**config.mk**
```make
export PLATFORM = sky130hd
export DESIGN_NAME = register_file
export DESIGN_NICKNAME = d
export VERILOG_FILES = /design/src/rtl/register_file_pkg.sv /design/src/rtl/register_file.sv
export SDC_FILE = /design/constraint.sdc
export NUM_CORES = 2
export LEC_CHECK = 0
export BUFFER_PORTS_ARGS = -buffer_cell sky130_fd_sc_hd__buf_4
export CAP_MARGIN = 25
export CORE_MARGIN = 5
export CORE_UTILIZATION = 25
export CTS_BUF_LIST = sky130_fd_sc_hd__clkbuf_8
export DETAILED_ROUTE_END_ITERATION = 12
export GPL_TIMING_DRIVEN = 0
export PLACE_DENSITY_LB_ADDON = 0.1
export SKIP_LAST_GASP = 1
export SYNTH_ARGS = -nofsm -noshare
export SYNTH_HDL_FRONTEND = slang
export SYNTH_SLANG_ARGS = --single-unit
```
**constraint.sdc**
```tcl
create_clock -name Clk -period 94.6 [get_ports Clk]
set_input_delay 28.38 -clock Clk [delete_from_list [all_inputs] [get_ports Clk]]
set_output_delay 28.38 -clock Clk [all_outputs]
set_load 0.01 [all_outputs]
```
**src/rtl/register_file_pkg.sv**
```systemverilog
// Shared register-file definitions: address width, XZR index and default
// data width. Kept beside the ALU opcode defines so control decode, ALU and
// register file agree on the same constants.
`ifndef REGISTER_FILE_PKG_DEFS
`define REGISTER_FILE_PKG_DEFS
`define REG_XZR 5'd31
`define REG_ADDR_W 5
`endif

package register_file_pkg;

   // Default width of every register and bus.
   localparam int REG_DATA_W = 64;

   // Architectural register count; the 5-bit address depends on it.
   localparam int REG_COUNT = 32;

endpackage

```
**src/rtl/register_file.sv**
```systemverilog
// 32 x 64-bit LEGv8 register file with two combinational read ports and one
// synchronous write port. Entry 31 (XZR) reads as zero and ignores writes, so
// it has no storage. Optional same-cycle write-to-read forwarding is enabled
// by defining REGFILE_BYPASS_EN; the default build reads stored contents only.
module register_file
   import register_file_pkg::*;
#(
   parameter int n        = REG_DATA_W,
   parameter int NREG     = REG_COUNT,
   parameter int ZERO_REG = `REG_XZR
) (
   input  logic                   Clk,
   input  logic                   Reset,
   input  logic [`REG_ADDR_W-1:0] RA,
   input  logic [`REG_ADDR_W-1:0] RB,
   input  logic [`REG_ADDR_W-1:0] RW,
   input  logic                   RegWr,
   input  logic [n-1:0]           BusW,
   output logic [n-1:0]           BusA,
   output logic [n-1:0]           BusB
);

   localparam logic [`REG_ADDR_W-1:0] XZR = `REG_ADDR_W'(ZERO_REG);

   // Storage only for entries 0..30; XZR (the last index) is never stored.
   logic [n-1:0] regs [0:NREG-2];

   // A write is real only when enabled and not aimed at XZR.
   logic wr_ok;
   assign wr_ok = RegWr && (RW != XZR);

   // Storage update: asynchronous clear, otherwise one write per rising edge.
   always_ff @(posedge Clk or posedge Reset) begin
      if (Reset) begin
         for (int i = 0; i < NREG - 1; i++) begin
            regs[i] <= '0;
         end
      end else if (wr_ok) begin
         regs[RW] <= BusW;
      end
   end

   // Read muxes: XZR forces zero; optional forwarding of the in-flight write.
   always_comb begin
      BusA = '0;
      BusB = '0;
      if (RA != XZR) begin
         BusA = regs[RA];
      end
      if (RB != XZR) begin
         BusB = regs[RB];
      end
`ifdef REGFILE_BYPASS_EN
      // RW != XZR is implied by wr_ok, so a forwarded read never hits XZR.
      if (wr_ok && !Reset && (RA == RW)) begin
         BusA = BusW;
      end
      if (wr_ok && !Reset && (RB == RW)) begin
         BusB = BusW;
      end
`endif
   end

endmodule

```
==> results.md <==
* Fmax at 16.4 MHz
* Max-slew violation total from the final report at 0
* Detailed Route WL at 655000 um
* Category of the worst setup path capture point: output port
* Final clock period utilization by the worst path at 0.646
* Source-to-sink clock delay at the later pin of the worst-skew pair at ~1200 ps
* Number of global-route vias before repair at 79700
* Wl on met1 at 265000 um
* Sequential fraction of the synthesis area at 0.467
* Core Box Area at approximately 420000 um^2
* Initial antenna violation count at roughly 100
* Number of standard cells in the layout, taps in and fillers out at 14000
* Placement row count at about 240
* Global route total overflow at 0
* Run status: completed
* Worst hold start: regs[1062]
* Post-synth EDFFs at 0
* Final worst clock skew at 0 ps
* Sum Neg Setup Slack at 0 ps
* Transition at the pin with the smallest max-transition slack at 1250 ps
* Hold Vio Cnt, Final at 0
* Starting DRC count in detailed routing at roughly 9500
* Floorplan die width at 662 um
* Average cell area after synthesis at 14.8 um^2
* Initial DRT Pass Iterations at 6
* Power, Total at ~0.0027 W
* Reg-to-reg critical path startpoint: regs[686]
* Effective utilization at floorplan at 0.251
* Largest net degree at the start of global routing at 123
* Setup violators final at 0
* Post-CTS repair timing setup buffer count at 0
* Post-synthesis cell count at 7162
* Crit path time final at 61160 ps
* Vias per cell at 5.68
* Die Footprint at 438000 um^2
* H-tree levels at 5
* DRC violation count after routing at 0
* Met2 Routed Length at 288000 um
* Worst supply voltage drop on vdd at 0.0000111 V
* Setup repair after global routing missed its margin: no
* Wire length of the first global-routing pass at 839000 um
* Clock tree root driver cell: clkbuf_8
* Buffer levels on the longest clock path at 4
* TritonCTS clock tree: built
* Headroom to the max-slew limit at 0.164
* Highest metal layer with signal wires: met5
* Standard cell with the maximum stage delay on the critical path: nor2_1
* Number of buffers and inverters on the critical path at 6
* Commonest non-fill, non-tap cells in the layout: mux2_2 (2052), dfrtp_1 (1984), mux4_2 (811)
* Post-detail-place hpwl at 474000 um
* Async SR Flop Fraction at 1.00
* Fraction of layout instances using a drive strength above 1 at 0.528
* Most frequent standard cell in the layout excluding fill and tap cells: mux2_2
* Residual antenna-violating net count after detailed routing at 0
* Pwr dens at 21.5 nW/um^2
* Worst hold margin at 503 ps
* Max reg flops at 1984
* Total of flip-flops plus latches after synthesis at just under 2000
* Worst path top cell family by delay: buffers and inverters
* Peak per-stage delay on the critical path at 950 ps
* Origin of the worst setup path: RB[0]
* Via count of the routed design at 79800
* Worst min-delay path class: flop to flop
* Boundary pin count at 210
* Synthesized Nets at 7244
* # Max-Cap Violations at 0
* Maximum fanout count along the critical path at 10
* Leakage at 55.6 nW
* Wire length on met3 at 57300 um
* Total routing resource utilization after global routing at 0.292
* Cts-stage hold buffer count at 0
* Critical setup path kind: input port to output port
* Placer congestion estimate at roughly 0.9
* Number of sinks handled by clock tree synthesis at 1984
* Element type at the critical path start: input port
* Most instantiated flip-flop cell in the synthesis netlist: dfrtp_1
* Inserted Clock Buffers at around 400
* Register containing the most flip-flops in the final layout: regs
* Post-CTS clock slew at the launch and capture registers of the worst setup and hold paths at approximately 60 ps
* Cell area after technology mapping at 106000 um^2
* Routed len/inst at 46.6 um
* Arrival time at the worst endpoint at between 30000 and 40000 ps
* Area growth, synth to finish at 20.4%
* Buffers on Ports at between 150 and 200
* Cell breakdown of the critical path: buf_2, buf_4, buf_4, buf_2, nor2_1, buf_2, a22oi_1, a21oi_1, a21o_1, buf_4
* Number of unique standard cell types used by synthesis at 50
* Cell count after placement at 13300
* Die Y at approximately 660 um
* Total of cells resized after clock tree synthesis at 0
* Largest registers: regs (1984)
* Required time reported for the critical path endpoint at 66220 ps
* NumNets Final at 8087
* Yosys warns at 0
==> kinds of logic after synthesis <==
logic type      count (synthesis)  share of synthesized area
buf+inv                       836                     0.0343
simple gates                  290                     0.0137
flops                        1984                      0.467
compound gates                732                     0.0508
mux                          3320                      0.434
==> stage by stage <==
step / instance area [um^2] / util / setup slack, ps
after global routing: 128000 / 0.302 / 33630
after CTS: 128000 / 0.301 / 33610
after global placement: 115000 / 0.271 / -17810
final: 128000 / 0.302 / 33440
after detailed placement: 120000 / 0.282 / 33620
after floorplan: 106000 / - / 10180
==> path summary, 6_finish.rpt <==
path / end / slack [ps] / cells after the start
max in group asynchronous: regs[835] / 64210 / 7
min: regs[1062] / 500 / 1
max reg2reg: regs[686] / 93770 / 1
min reg2reg: regs[1062] / 500 / 1
min in group asynchronous: regs[1186] / 27370 / 3
max: BusB[17] / 33440 / 10
==> layer usage <==
| layer | up-vias | track usage |
|---|---|---|
| met1 | 44100 | 0.374 |
| met5 | - | 0 |
| li1 | 29600 | - |
| met4 | 30 | 0.169 |
| met3 | 1443 | 0.0852 |
| met2 | 4667 | 0.437 |
==> synth_stat cells, types with 2 or more instances <==
library cell,instances,share of area
dfrtp_1,1984,0.47
a21oi_1,71,0.0033
nor3b_1,4,0.00028
a211o_1,29,0.0024
nand4_1,6,0.00035
a31oi_1,6,0.00035
buf_2,263,0.012
a22o_1,2,0.00016
nand3b_1,7,0.00049
mux2i_1,335,0.032
o2bb2ai_1,2,0.00016
buf_1,39,0.0014
o32ai_1,33,0.0027
mux4_2,811,0.17
a2bb2oi_1,53,0.0044
o221a_2,35,0.0037
a211oi_1,29,0.0020
a21o_1,33,0.0023
mux2_2,2052,0.22
nor2_4,3,0.00032
and3_1,2,0.00012
o22ai_1,120,0.0071
inv_1,44,0.0016
buf_4,40,0.0028
nand2_1,102,0.0036
clkbuf_1,446,0.016
nor2_2,5,0.00029
nor3_1,2,0.000094
o221ai_1,41,0.0034
nand3_1,13,0.00061
a22oi_1,109,0.0077
nor2b_1,79,0.0047
nand2b_1,7,0.00041
and2_1,2,0.00012
o2111ai_1,2,0.00016
a221o_1,25,0.0024
mux2_1,122,0.013
buf_6,3,0.00032
o211ai_1,73,0.0052
or2_2,5,0.00029
nor2_1,49,0.0017
o21ai_0,66,0.0031
==> report_power, final <==
part | switching, W | internal, W | total, W
Combinational | 0.000334 | 0.000336 | 0.000670
Clock | 0.000441 | 0.000491 | 0.000932
Sequential | 0.000127 | 0.00102 | 0.00114
==> final cells by class <==
cell class                      instances  area [um^2]
Antenna cell                           64          160
Buffer                                791         3650
Clock buffer                          508         6990
Clock inverter                        205         1060
Fill cell                           42700       296000
Inverter                               45          176
Multi-Input combinational cell       4342        53000
Sequential cell                      1984        49600
Tap cell                             5663         7090
Timing Repair Buffer                  437         6040
No activity file was read; power rests on OpenSTA's default activity.
